`config.mk`:
```
export PLATFORM = sky130hd
export DESIGN_NAME = mem_ctrl_port
export DESIGN_NICKNAME = d
export VERILOG_FILES = /design/src/rtl/mem_ctrl_port.sv
export SDC_FILE = /design/constraint.sdc
export NUM_CORES = 1
export LEC_CHECK = 0
export CORE_MARGIN = 4
export CORE_UTILIZATION = 50
export CTS_CLUSTER_DIAMETER = 200
export DETAILED_ROUTE_END_ITERATION = 8
export HOLD_SLACK_MARGIN = 0.03
export PLACE_DENSITY = 0.9
export SYNTH_ARGS = -nofsm -noshare
export SYNTH_HDL_FRONTEND = slang
export SYNTH_SLANG_ARGS = --single-unit
```
`constraint.sdc`:
```
create_clock -name clk -period 6.25 [get_ports clk]
set_input_delay 0.9375 -clock clk [delete_from_list [all_inputs] [get_ports clk]]
set_output_delay 0.9375 -clock clk [all_outputs]
set_load 0.02 [all_outputs]
```
`src/rtl/mem_ctrl_port.sv`:
```
// rtl/mem_ctrl_port.sv - byte-serial MEM-stage load/store responder for an 8-bit synchronous RAM
// Optional misalignment trap: define MEM_MISALIGN_CHK_EN.
module mem_ctrl_port #(
    parameter int ADDR_W = 17
) (
    input  logic              clk,
    input  logic              rst,
    input  logic              mem_req,
    input  logic [31:0]       mem_req_addr,
    input  logic [31:0]       mem_req_data,
    input  logic [3:0]        mem_req_type,
    output logic              mem_busy,
    output logic              mem_done,
    output logic [31:0]       mem_rdata,
    output logic              mem_err,
    output logic [ADDR_W-1:0] ram_a,
    output logic [7:0]        ram_dout,
    output logic              ram_wr,
    input  logic [7:0]        ram_din
);

    localparam logic [1:0] S_IDLE   = 2'd0;
    localparam logic [1:0] S_ACCESS = 2'd1;
    localparam logic [1:0] S_DONE   = 2'd2;

    logic [1:0]        state_q, state_d;
    logic [ADDR_W-1:0] addr_q, addr_d;
    logic [31:0]       data_q, data_d;
    logic [3:0]        type_q, type_d;
    logic [2:0]        cnt_q, cnt_d;
    logic              err_q, err_d;
    logic [31:0]       rbuf_q, rbuf_d;
    logic [31:0]       rdata_q, rdata_d;

    logic       req_valid;
    logic       req_misaligned;
    logic [2:0] cur_n;
    logic       is_store;
    logic       access_active;
    logic [1:0] lane;
    logic       unused_addr_hi;

    function automatic logic [2:0] size_of(input logic [3:0] t);
        case (t)
            4'd1, 4'd4, 4'd6: return 3'd1;
            4'd2, 4'd5, 4'd7: return 3'd2;
            default:          return 3'd4;
        endcase
    endfunction

    function automatic logic [31:0] extend(input logic [3:0] t, input logic [31:0] b);
        case (t)
            4'd1:    return {{24{b[7]}}, b[7:0]};
            4'd2:    return {{16{b[15]}}, b[15:0]};
            4'd4:    return {24'd0, b[7:0]};
            4'd5:    return {16'd0, b[15:0]};
            default: return b;
        endcase
    endfunction

    assign unused_addr_hi = ^mem_req_addr[31:ADDR_W];
    assign req_valid      = (mem_req_type >= 4'd1) && (mem_req_type <= 4'd8);
    assign cur_n          = size_of(type_q);
    assign is_store       = (type_q >= 4'd6);
    assign lane           = cnt_q[1:0] - 2'd1;
    // A trapped (misaligned) access spends its ACCESS cycle idle on the RAM side.
    assign access_active  = (state_q == S_ACCESS) && !err_q && (cnt_q < cur_n);

`ifdef MEM_MISALIGN_CHK_EN
    logic [2:0] req_n;
    assign req_n          = size_of(mem_req_type);
    assign req_misaligned = ((req_n == 3'd2) && mem_req_addr[0]) ||
                            ((req_n == 3'd4) && (mem_req_addr[1:0] != 2'b00));
    assign mem_err        = (state_q == S_DONE) && err_q;
`else
    assign req_misaligned = 1'b0;
    assign mem_err        = 1'b0;
`endif

    assign mem_busy  = (state_q != S_IDLE);
    assign mem_done  = (state_q == S_DONE);
    assign mem_rdata = rdata_q;
    assign ram_a     = access_active ? addr_q + ADDR_W'(cnt_q) : '0;
    assign ram_dout  = (access_active && is_store) ? data_q[{cnt_q[1:0], 3'b000} +: 8] : 8'd0;
    // Gated by rst so a reset arriving mid-store stops the write in that same cycle.
    assign ram_wr    = access_active && is_store && !rst;

    always_comb begin
        state_d = state_q;
        addr_d  = addr_q;
        data_d  = data_q;
        type_d  = type_q;
        cnt_d   = cnt_q;
        err_d   = err_q;
        rbuf_d  = rbuf_q;
        rdata_d = rdata_q;
        case (state_q)
            S_IDLE: begin
                if (mem_req && req_valid) begin
                    addr_d  = mem_req_addr[ADDR_W-1:0];
                    data_d  = mem_req_data;
                    type_d  = mem_req_type;
                    cnt_d   = 3'd0;
                    err_d   = req_misaligned;
                    state_d = S_ACCESS;
                end
            end
            S_ACCESS: begin
                if (err_q) begin
                    state_d = S_DONE;
                end else if (is_store) begin
                    if (cnt_q == cur_n - 3'd1) state_d = S_DONE;
                    else                       cnt_d   = cnt_q + 3'd1;
                end else begin
                    if (cnt_q != 3'd0) rbuf_d[{lane, 3'b000} +: 8] = ram_din;
                    if (cnt_q == cur_n) begin
                        state_d = S_DONE;
                        rdata_d = extend(type_q, rbuf_d);
                    end else begin
                        cnt_d = cnt_q + 3'd1;
                    end
                end
            end
            S_DONE:  state_d = S_IDLE;
            default: state_d = S_IDLE;
        endcase
    end

    always_ff @(posedge clk) begin
        if (rst) begin
            state_q <= S_IDLE;
            addr_q  <= '0;
            data_q  <= '0;
            type_q  <= '0;
            cnt_q   <= '0;
            err_q   <= 1'b0;
            rbuf_q  <= '0;
            rdata_q <= '0;
        end else begin
            state_q <= state_d;
            addr_q  <= addr_d;
            data_q  <= data_d;
            type_q  <= type_d;
            cnt_q   <= cnt_d;
            err_q   <= err_d;
            rbuf_q  <= rbuf_d;
            rdata_q <= rdata_d;
        end
    end

endmodule
```
==> flow_summary.json <==
{
  "status": "finished clean",
  "grt_pass1_wl_um": 27100,
  "hp-class": "reg -> reg",
  "num-fill-cells": 1000,
  "yosysSeqAreaShare_pct": 38.9,
  "antenna_found_initial": 0,
  "powerDensity_nw_per_um2": 266,
  "fmax_ghz": 0.208,
  "num_rows": 40,
  "finalCritPeriodShare_pct": 76.9,
  "r2r-start": "cnt_q[1]",
  "yosysMostFrequentCell": "nand2_1",
  "worst_pin_slew_ns": 1.24,
  "comb_power_share_pct": 15.3,
  "die_y_um": 120,
  "place_inst": 992,
  "drc": 0,
  "p_int_w": 0.00158,
  "syn2layout_area_growth_pct": 27.8,
  "cp.required_ns": 5.31,
  "p_sw_w": 0.000558,
  "min_period_ns": 4.80,
  "die_area_um2": 14400,
  "drv_slew": 0,
  "finalClockSkew_ns": 0.00605,
  "synthTopCellsByCount": "132 x nand2_1, 122 x dfxtp_1, 84 x a21oi_1",
  "setup_viol": 0,
  "multiInputGateArea_um2": 3500,
  "drtAntennaViolNets": 0,
  "gr-usage-all-layers_pct": 23.1,
  "final_hold_viol_count": 0,
  "clk_latency_ns": 0.42,
  "cts_tree": "done",
  "cts_made_buffers": 17,
  "cts_hold_buf": 0,
  "io_buffers": 123,
  "total_power_w": 0.00213,
  "synth_area_leaders": "dfxtp_1 39%, nand2_1 7.9%, a21oi_1 6.7%, o21ai_0 3.2%, mux4_2 2.9%",
  "fin_ws_ns": 1.45,
  "crit_fanout": 16,
  "synth_top_area_cell": "dfxtp_1",
  "first_pass_iters": 6,
  "wl_per_cell_um": 16.4,
  "ys_seq_elements": 122,
  "p_leak_nw": 2.77,
  "syn-num-nets": 853,
  "yosysUniqueCellTypes": 55,
  "grt_pass1_vias": 5643,
  "core_area_um2": 12200,
  "reg2reg_slack_ns": 2.74,
  "drt_wl_total_um": 16800,
  "synth_ff_type": "dfxtp_1",
  "n_antenna_cell": 0,
  "drive_above_1_share_pct": 7.26,
  "synth.top_cell.area_share_pct": 38.9,
  "avgViaCountPerCell": 5.77,
  "cts_root_buf": "clkbuf_16",
  "ir_drop_v": 0.000177,
  "rsz0062_at_grt": "no",
  "postSynthAreaPerCell_um2": 8.24,
  "clock_path_buffers": 2,
  "cap_violations": 0,
  "endpoint_kind": "output port",
  "grt_overflow": 0,
  "cp.arrival_ns": 3.87,
  "finalNonFillerCells": 1022,
  "clkPwrFrac_pct": 45.3,
  "worstHoldStart": "data_q[17]",
  "synth_area_um2": 6270,
  "pin_count": 140,
  "register_area_um2": 2440,
  "postCtsSetupBuffers": 0,
  "async_flop_share_pct": 0,
  "nets": 935,
  "setup_tns_ns": 0,
  "die_x_um": 120,
  "post-place-ws_ns": 1.99,
  "place.gp.congestion": 0.853,
  "grt_max_degree": 89,
  "utilization_pct": 65.9,
  "cts_resized": 0,
  "synth_edf_count": 0,
  "clock-sinks": 122,
  "dr.first_iter.drc_count": 434,
  "startpoint": "cnt_q[1]",
  "post-dp-hpwl_um": 10900,
  "timing.setup.critical_path_class": "reg -> out",
  "yosys_warnings": 0,
  "p_seq_share_pct": 39.5,
  "cts.clk_slew.worst_paths_ns": 0.05,
  "slew_headroom_pct": 17.1,
  "initial_utilization_pct": 51.6,
  "cp-start-kind": "register",
  "synthesis.instances": 761,
  "vias": 5901,
  "h-tree-depth": 4,
  "p_sw_share_pct": 26.2
}
## per-layer routing
layer | up-vias | global-route usage [%] | wire, µm
met5 | - | 0 | 0
met4 | 0 | 9.52 | 351
met3 | 33 | 5.61 | 1120
met2 | 224 | 39.0 | 8280
met1 | 2765 | 28.2 | 7040
li1 | 2879 | - | -
## final cells by class
| cell class | count | area share (%) |
|---|---|---|
| clock inverter | 9 | 1.54 |
| timing repair buffer | 128 | 15.8 |
| inverter | 8 | 0.374 |
| multi-input combinational | 566 | 43.6 |
| clock buffer | 21 | 5.62 |
| sequential | 122 | 30.5 |
| tap | 168 | 2.62 |
## power groups by stage
| stage | logic [W] | clock network (W) | registers [W] |
|---|---|---|---|
| after global placement | 0.000311 | 0 | 0.000856 |
| after detailed placement | 0.000319 | 0 | 0.000857 |
| final | 0.000326 | 0.000965 | 0.000842 |
| after global routing | 0.000355 | 0.00101 | 0.000846 |
| after CTS | 0.000323 | 0.000976 | 0.000841 |
| after floorplan | 0.000207 | 0 | 0.000860 |
## through the flow
stage	hold slack [ns]	area (µm²)
global placement	0.438	7440
floorplan	0.432	6270
detailed placement	0.444	7440
CTS	0.451	8020
global route	0.474	8020
finish	0.450	8020
## worst max-delay path: stages, from the launching register on
cell             delay, ns
dfxtp_1               0.84
inv_1                 0.24
fa_1                  0.46
nor2b_1               0.35
o2111ai_1             0.33
or3_1                 0.44
a21oi_1               0.16
clkdlybuf4s50_1       0.63
## registers in the layout, summed over array words and instances, names as in the netlist
signal	cells
data_q	32
mem_rdata	32
rbuf_q	32
addr_q	17
type_q	4
cnt_q	3
state_q	2
## path summary, 6_finish.rpt
check,depth (start not counted),endpoint
setup / recovery,7,ram_a[16]
hold / removal,2,data_q[17]
setup reg to reg,6,mem_rdata[10]
hold reg to reg,2,data_q[17]
## logic make-up (layout without fill, tap and decap cells)
kind of cell,count (synthesis),count (layout),share of synthesized area (%)
XOR/XNOR,9,9,1.26
AO/OA/AOI/OAI,218,218,22.2
flip-flops,122,122,38.9
multiplexers,28,28,6.22
other,1,1,0.0598
buffers and inverters,73,166,5.35
AND/OR/NAND/NOR,297,297,23.3
adder cells (fa/ha/maj),13,13,2.71
## placed cells by master (no fill, tap or decap), drive strengths merged, types with 2 or more instances in the layout
cell           netlist  layout
clkbuf              29      21
bufinv               0       3
nand3               14      14
a311oi               9       9
o31ai                6       6
and2                 2       2
clkdlybuf4s50        0     122
a21o                 5       5
ha                  12      12
o21ai               42      42
xnor2                3       3
mux4                 8       8
a211oi              14      14
nand2              132     132
mux2i               12      12
buf                 36       6
a21oi               84      84
nor4b               17      17
and3                 6       6
nor4                 9       9
nor3                12      12
or4                  3       3
dfxtp              122     122
a31oi                2       2
or3                 13      13
nor2                47      47
nand2b              16      16
xor2                 6       6
nor2b               15      15
nand4                5       5
o21bai              16      16
a21boi              16      16
inv                  8       8
nor3b                2       2
clkinv               0       6
o211ai               3       3
a41oi               16      16
mux2                 8       8
o2111ai              3       3
Note: power is estimated with default switching activity, not from simulation.
